`config.mk`:
```
export PLATFORM = sky130hd
export DESIGN_NAME = fetch_unit_flat
export DESIGN_NICKNAME = d
export VERILOG_FILES = /design/src/rtl/mips_pkg.sv /design/src/rtl/fetch_unit_if.sv /design/src/rtl/fetch_next_pc.sv /design/src/rtl/fetch_unit.sv /design/src/flat_wrapper.sv
export SDC_FILE = /design/constraint.sdc
export NUM_CORES = 1
export LEC_CHECK = 0
export BUFFER_PORTS_ARGS = -buffer_cell sky130_fd_sc_hd__buf_2
export CAP_MARGIN = 25
export CORE_MARGIN = 4
export CORE_UTILIZATION = 30
export CTS_BUF_LIST = sky130_fd_sc_hd__clkbuf_4 sky130_fd_sc_hd__clkbuf_8
export CTS_CLUSTER_SIZE = 24
export DETAILED_ROUTE_END_ITERATION = 8
export GPL_TIMING_DRIVEN = 0
export SLEW_MARGIN = 20
export SYNTH_ARGS = -nofsm -noshare
export SYNTH_HDL_FRONTEND = slang
export SYNTH_SLANG_ARGS = --single-unit
```
`constraint.sdc`:
```
create_clock -name clk -period 6.7 [get_ports clk]
set_clock_uncertainty 0.15 [all_clocks]
set_input_delay 1.34 -clock clk [delete_from_list [all_inputs] [get_ports clk]]
set_output_delay 1.34 -clock clk [all_outputs]
set_load 0.01 [all_outputs]
```
`src/rtl/mips_pkg.sv`:
```
// Shared fetch-stage definitions: opcodes, the NOP word, the fetch FSM states and a jump predecode helper.
// Latency: none (types and constants only).
// Backpressure: none.
package mips_pkg;

  localparam logic [5:0]  OP_J     = 6'b000010;
  localparam logic [5:0]  OP_JAL   = 6'b000011;
  localparam logic [31:0] NOP_WORD = 32'h0000_0000;

  typedef enum logic [1:0] {
    IDLE = 2'd0,
    REQ  = 2'd1,
    HOLD = 2'd2
  } fetch_state_e;

  // True for the absolute jumps whose target is computable from the word alone.
  function automatic logic is_jump(input logic [31:0] word);
    return (word[31:26] == OP_J) || (word[31:26] == OP_JAL);
  endfunction

endpackage

```
`src/rtl/fetch_unit_if.sv`:
```
// Instruction-memory request/acknowledge bus between the fetch stage and instruction memory.
// Latency: ImemRdata is valid in the same cycle as ImemAck.
// Backpressure: the requester holds ImemReq and ImemAddr until ImemAck.
interface fetch_unit_if;
  logic        ImemReq;
  logic [31:0] ImemAddr;
  logic        ImemAck;
  logic [31:0] ImemRdata;

  modport master (output ImemReq, ImemAddr, input ImemAck, ImemRdata);
  modport slave  (input ImemReq, ImemAddr, output ImemAck, ImemRdata);
endinterface

```
`src/rtl/fetch_next_pc.sv`:
```
// Next-PC select: redirect target, else early jump target (FETCH_JUMP_EARLY_EN), else PC+4.
// Latency: purely combinational.
// Backpressure: none; the caller decides when the PC register loads.
module fetch_next_pc
  import mips_pkg::*;
(
  input  logic [31:0] i_pc,
  input  logic [31:0] i_word,
  input  logic        i_redirect,
  input  logic [31:0] i_redirect_pc,
  output logic [31:0] o_next_pc
);

  logic [31:0] w_pc_plus4;
  logic [31:0] w_seq_pc;
  logic        w_unused_bits;

  // PC+4 wraps naturally at 2^32.
  assign w_pc_plus4 = i_pc + 32'd4;

`ifdef FETCH_JUMP_EARLY_EN
  // J/JAL targets are taken straight from the returned word, in the PC+4 region.
  assign w_seq_pc      = is_jump(i_word) ? {w_pc_plus4[31:28], i_word[25:0], 2'b00} : w_pc_plus4;
  assign w_unused_bits = ^i_redirect_pc[1:0];
`else
  assign w_seq_pc      = w_pc_plus4;
  assign w_unused_bits = ^{i_word, i_redirect_pc[1:0]};
`endif

  // A downstream redirect always wins; misaligned targets are forced to a word boundary.
  assign o_next_pc = i_redirect ? {i_redirect_pc[31:2], 2'b00} : w_seq_pc;

endmodule

```
`src/rtl/fetch_unit.sv`:
```
// Instruction fetch stage: owns the PC, fetches one word per cycle into the IF/ID slot. Optional FETCH_JUMP_EARLY_EN.
// Latency: acked word visible on FetchData_IF one cycle after the ack edge.
// Backpressure: AnyStall holds the slot; an ack taken under stall parks in a 1-entry skid and stops requests.
module fetch_unit
  import mips_pkg::*;
#(
  parameter logic [31:0] RESET_PC  = 32'h0000_0000,
  parameter logic [31:0] NOP_INSTR = NOP_WORD
)(
  input  logic         clk,
  input  logic         reset,
  input  logic         AnyStall,
  input  logic         flush,
  input  logic         Redirect_EX,
  input  logic [31:0]  RedirectPc_EX,
  fetch_unit_if.master imem,
  output logic [31:0]  FetchData_IF,
  output logic [31:0]  FetchPc_IF,
  output logic         FetchValid_IF
);

  fetch_state_e r_state;
  fetch_state_e w_state_nxt;

  logic [31:0] r_pc;
  logic [31:0] r_sq_addr;
  logic        r_squash;
  logic [31:0] r_skid_dat;
  logic [31:0] r_skid_pc;
  logic        r_skid_vld;
  logic [31:0] r_slot_dat;
  logic [31:0] r_slot_pc;
  logic        r_slot_vld;

  logic        w_imem_req;
  logic        w_ack;
  logic        w_take;
  logic        w_to_slot;
  logic        w_to_skid;
  logic        w_hold_exit;
  logic        w_skid_use;
  logic        w_pc_en;
  logic [31:0] w_next_pc;

  // An ack only counts while a request is on the bus.
  assign w_ack       = (r_state == REQ) && imem.ImemAck;
  // The word belongs to the current path only if no redirect intervened.
  assign w_take      = w_ack && !r_squash && !Redirect_EX;
  assign w_to_slot   = w_take && !AnyStall && !flush;
  assign w_to_skid   = w_take && (AnyStall || flush);
  // Leaving HOLD under flush would overwrite the freshly killed slot, so wait one more cycle.
  assign w_hold_exit = (r_state == HOLD) && !AnyStall && !flush;
  assign w_skid_use  = w_hold_exit && r_skid_vld && !Redirect_EX;
  assign w_pc_en     = Redirect_EX || w_take;

  fetch_next_pc u_next_pc (
    .i_pc          (r_pc),
    .i_word        (imem.ImemRdata),
    .i_redirect    (Redirect_EX),
    .i_redirect_pc (RedirectPc_EX),
    .o_next_pc     (w_next_pc)
  );

  // FSM state register
  always_ff @(posedge clk) begin
    if (reset) r_state <= IDLE;
    else       r_state <= w_state_nxt;
  end

  // FSM next state and request strobe
  always_comb begin
    w_state_nxt = r_state;
    w_imem_req  = 1'b0;
    unique case (r_state)
      IDLE: w_state_nxt = REQ;
      REQ: begin
        w_imem_req = 1'b1;
        if (w_to_skid) w_state_nxt = HOLD;
      end
      HOLD: begin
        if (w_hold_exit) w_state_nxt = REQ;
      end
      default: w_state_nxt = IDLE;
    endcase
  end

  // While squashing, keep presenting the abandoned address until its ack drains.
  assign imem.ImemReq  = w_imem_req;
  assign imem.ImemAddr = r_squash ? r_sq_addr : r_pc;

  // Program counter: redirect, else advance on an accepted word
  always_ff @(posedge clk) begin
    if (reset)        r_pc <= RESET_PC;
    else if (w_pc_en) r_pc <= w_next_pc;
  end

  // Squash flag: a redirect while a request is outstanding discards that request's ack
  always_ff @(posedge clk) begin
    if (reset) begin
      r_squash  <= 1'b0;
      r_sq_addr <= '0;
    end else if (Redirect_EX && (r_state == REQ) && !imem.ImemAck) begin
      r_squash <= 1'b1;
      if (!r_squash) r_sq_addr <= r_pc;
    end else if (w_ack) begin
      r_squash <= 1'b0;
    end
  end

  // Skid entry: parks a word acked while the slot cannot take it
  always_ff @(posedge clk) begin
    if (reset) begin
      r_skid_vld <= 1'b0;
      r_skid_dat <= NOP_INSTR;
      r_skid_pc  <= '0;
    end else if (Redirect_EX) begin
      r_skid_vld <= 1'b0;
    end else if (w_to_skid) begin
      r_skid_vld <= 1'b1;
      r_skid_dat <= imem.ImemRdata;
      r_skid_pc  <= r_pc;
    end else if (w_hold_exit) begin
      r_skid_vld <= 1'b0;
    end
  end

  // IF/ID slot: flush kills, stall holds, otherwise load a word or a bubble
  always_ff @(posedge clk) begin
    if (reset) begin
      r_slot_dat <= NOP_INSTR;
      r_slot_pc  <= '0;
      r_slot_vld <= 1'b0;
    end else if (flush) begin
      r_slot_dat <= NOP_INSTR;
      r_slot_vld <= 1'b0;
    end else if (!AnyStall) begin
      if (w_to_slot) begin
        r_slot_dat <= imem.ImemRdata;
        r_slot_pc  <= r_pc;
        r_slot_vld <= 1'b1;
      end else if (w_skid_use) begin
        r_slot_dat <= r_skid_dat;
        r_slot_pc  <= r_skid_pc;
        r_slot_vld <= 1'b1;
      end else begin
        r_slot_dat <= NOP_INSTR;
        r_slot_vld <= 1'b0;
      end
    end
  end

  assign FetchData_IF  = r_slot_dat;
  assign FetchPc_IF    = r_slot_pc;
  assign FetchValid_IF = r_slot_vld;

endmodule

```
`src/flat_wrapper.sv`:
```
// flat-port wrapper written by rule: the top's interface ports become plain ports
module fetch_unit_flat import mips_pkg::*;
#(
  parameter logic [31:0] RESET_PC  = 32'h0000_0000,
  parameter logic [31:0] NOP_INSTR = NOP_WORD
)
  (clk, reset, AnyStall, flush, Redirect_EX, RedirectPc_EX, FetchData_IF, FetchPc_IF, FetchValid_IF, imem_ImemReq, imem_ImemAddr, imem_ImemAck, imem_ImemRdata);
  fetch_unit_if imem_i ();
  input  logic clk;
  input  logic reset;
  input  logic AnyStall;
  input  logic flush;
  input  logic Redirect_EX;
  input  logic [31:0] RedirectPc_EX;
  output logic [31:0] FetchData_IF;
  output logic [31:0] FetchPc_IF;
  output logic FetchValid_IF;
  output wire logic [$bits(imem_i.ImemReq)-1:0] imem_ImemReq;
  output wire logic [$bits(imem_i.ImemAddr)-1:0] imem_ImemAddr;
  input wire logic [$bits(imem_i.ImemAck)-1:0] imem_ImemAck;
  input wire logic [$bits(imem_i.ImemRdata)-1:0] imem_ImemRdata;
  assign imem_ImemReq = imem_i.ImemReq;
  assign imem_ImemAddr = imem_i.ImemAddr;
  assign imem_i.ImemAck = imem_ImemAck;
  assign imem_i.ImemRdata = imem_ImemRdata;
  fetch_unit #(.RESET_PC(RESET_PC), .NOP_INSTR(NOP_INSTR)) u_core (.clk(clk), .reset(reset), .AnyStall(AnyStall), .flush(flush), .Redirect_EX(Redirect_EX), .RedirectPc_EX(RedirectPc_EX), .imem(imem_i), .FetchData_IF(FetchData_IF), .FetchPc_IF(FetchPc_IF), .FetchValid_IF(FetchValid_IF));
endmodule
```
==> flow_summary.yaml <==
outcome:
  run_status: "complete, no violations"
yosys:
  synth_warnings: 0
  synth.avg_cell_area_sq_um: 8.77
  synthXorXnorAreaFrac_pct: 0.968
  synthArstFlopShare_pct: 0
  synthAdderAreaFrac_pct: 0.154
  ys_ff_latch: 191
  synth_top_family_by_area: "simple AND/OR/NAND/NOR gates"
  ys_seq_area_share_pct: 47.0
  synth_compound_area_share_pct: 16.3
  yosys.area_share.simple_pct: 19.5
  yosys_most_used_dff: "dfxtp_1"
  synth-edff-count: 0
  ys_types: 54
  synth_area_sq_mm: 0.00814
  netlist_instances: 928
  synthMuxAreaShare_pct: 11.1
timing:
  setup_viol: 0
  tightest_slew_ns: 0.935
  hold_viol: 0
  rsz0062_at_grt: "false"
  fmax_ghz: 0.254
  holdWs_ns: 0.310
  worst_slack_ns: 2.77
  period_share_pct: 58.7
  min_period_ns: 3.93
  slew_viol_final: 0
  tns_ns: 0
  relSlewSlack_pct: 37.2
power:
  p_total_mw: 2.25
  vdd_drop_max_mv: 0.123
  power_density_mw_per_mm2: 230
  p_leak_nw: 3.63
routing:
  ant_nets: 0
  vias: 7594
  first_pass_iters: 5
  drtIter0Drc: 607
  route.detailed.drc: 0
  wirelength_um: 26400
  wl_per_cell_um: 18.0
  viasPerCell: 5.19
critical_path:
  r2r_end: "u_core.FetchData_IF[24]"
  critPathKind: "register to output pin"
  worst-path-buf-inv: 3
  ff2ff_setup_slack_ns: 4.10
  r2r_cells: 6
  cp_data_arrival_time_ns: 2.44
  slowest_stage: "buf_1"
  crit_path_max_incr_delay_ns: 0.53
  crit_chain: "clkbuf_1 > buf_1 > mux2_2 > buf_2"
  reg2reg_from: "u_core.r_state[1]"
  cp_top_family: "buffers and inverters"
  end_kind: "output pin"
  cp_max_fo: 10
  crit_path_start_kind: "register"
  worstPathRequired_ns: 5.21
cts:
  worstSkewPairLatency_ns: 0.48
  cts_hold_buf: 0
  clk_pin_slew_worst_paths_ns: 0.10
  cts_buffer_depth: 2
  postCtsSetupBuffers: 0
  cts_tree: "built"
  cts_root_buf: "clkbuf_8"
  cts_resized: 0
  cts_made_buffers: 17
  htree_levels: 4
  clock_sinks: 191
finish:
  layout_common_cells: "dfxtp_1, buf_2, nand2_1"
  n_fill_cell: 2785
  diodes: 0
  syn_to_final_growth_pct: 20.4
  final_common_cell: "dfxtp_1"
  final_design_area_no_fill_sq_mm: 0.00980
  nets: 1180
  drive_gt1_share_pct: 21.9
die:
  die_area_sq_mm: 0.0298
  num_io_pins: 168
  fp.dieW_um: 173
  initial_core_util_pct: 30.4
  row_count: 60
  die_h_um: 173
  coreArea_sq_mm: 0.0268
global_route:
  track_usage_pct: 17.0
  grt_pass1_wl_um: 41300
  antenna_found_initial: 0
  grt_max_degree: 19
  grt_pass1_vias: 7280
  grt_overflow: 0
worst_hold_path:
  min_path_cells: 2
  worstHoldStart: "u_core.r_skid_pc[12]"
  hold_class: "register to register"
  holdPathEnd: "u_core.r_skid_pc[12]"
flow_run:
  max_cap_viol_count: 0
placed_design:
  pre_cts_ws_ns: 2.93
  io_buffers: 161
  place.gp.congestion: 0.872
  hpwl_um: 19000
  dpl-instance-area_sq_mm: 0.00938
-- layer usage --
layer	GRT usage [%]	share of wire, %	vias to the layer above
met3	3.65	6.9	26
met4	3.82	1.4	0
met5	0	0	-
li1	-	-	3693
met1	23.1	45	3601
met2	28.1	46	274
-- how the worst max path moves through the flow --
stage                          startpoint                       to  slack (ns)  cells after the start
after global routing      u_core.r_squash         imem_ImemAddr[2]        2.69                      4
after global placement           AnyStall     u_core.r_skid_pc[21]        2.75                      6
after detailed placement         AnyStall  u_core.FetchData_IF[28]        2.93                      7
after CTS                 u_core.r_squash        imem_ImemAddr[12]        2.76                      4
final                     u_core.r_squash        imem_ImemAddr[12]        2.77                      4
after floorplan                  AnyStall    u_core.FetchPc_IF[10]        3.63                      8
-- Yosys cell counts, types with 11 or more instances --
cell type    n  share of area (%)
dfxtp_1    191                 47
nand2_1    150                6.9
nor2_1     120                5.5
a21oi_1     72                4.4
clkbuf_1    63                2.9
mux2i_1     60                7.4
a211oi_1    41                3.8
a222oi_1    32                3.9
mux2_2      27                3.7
a311oi_1    11                1.2
buf_2       11               0.68
inv_1       11               0.51
nand4_1     11               0.85
-- kinds of logic (layout without fill, tap and decap cells) --
kind of cell             count (synthesis)  after routing
XOR/XNOR                                 9              9
adder cells (fa/ha/maj)                  1              1
AND/OR/NAND/NOR                        352            352
flip-flops                             191            191
other                                    1              2
buffers and inverters                   98            291
AO/OA/AOI/OAI                          189            189
multiplexers                            87             87
-- state kept, by name, summed over array words and instances (netlist names) --
name                  cells
u_core.r_squash           1
u_core.FetchPc_IF        30
u_core.FetchValid_IF      1
u_core.FetchData_IF      32
u_core.r_skid_pc         30
u_core.r_skid_dat        32
u_core.r_pc              30
u_core.r_state            2
u_core.r_skid_vld         1
u_core.r_sq_addr         32
-- cell type report --
class	instances	area (sq um)	share of cell area (%)
clock buffer	18	248	2.53
sequential	191	3820	39.0
inverter	12	45.0	0.459
tap	341	427	4.35
multi-input combinational	640	3930	40.0
clock inverter	14	173	1.76
timing repair buffer	161	806	8.22
buffer	86	357	3.64
-- power by group --
| part | switching, mW | internal [mW] | total (mW) |
|---|---|---|---|
| sequential | 0.0301 | 1.16 | 1.19 |
| clock | 0.468 | 0.358 | 0.825 |
| combinational | 0.146 | 0.0855 | 0.231 |
| total | 0.644 | 1.61 | 2.25 |
-- worst reg2reg max path, cell delays in order, from the launching register on --
cell	delay (ns)
dfxtp_1	0.37
nand4bb_1	0.21
clkbuf_1	0.27
nor3_1	0.78
clkbuf_1	0.48
a222oi_1	0.17
nor2_1	0.12
-- metrics by stage --
step | std cells | util (%)
after floorplan | 929 | -
after global placement | 1431 | 35.0
after detailed placement | 1431 | 35.0
after CTS | 1463 | 36.6
after global routing | 1463 | 36.6
final | 1463 | 36.6
(Power assumes the default switching activity.)
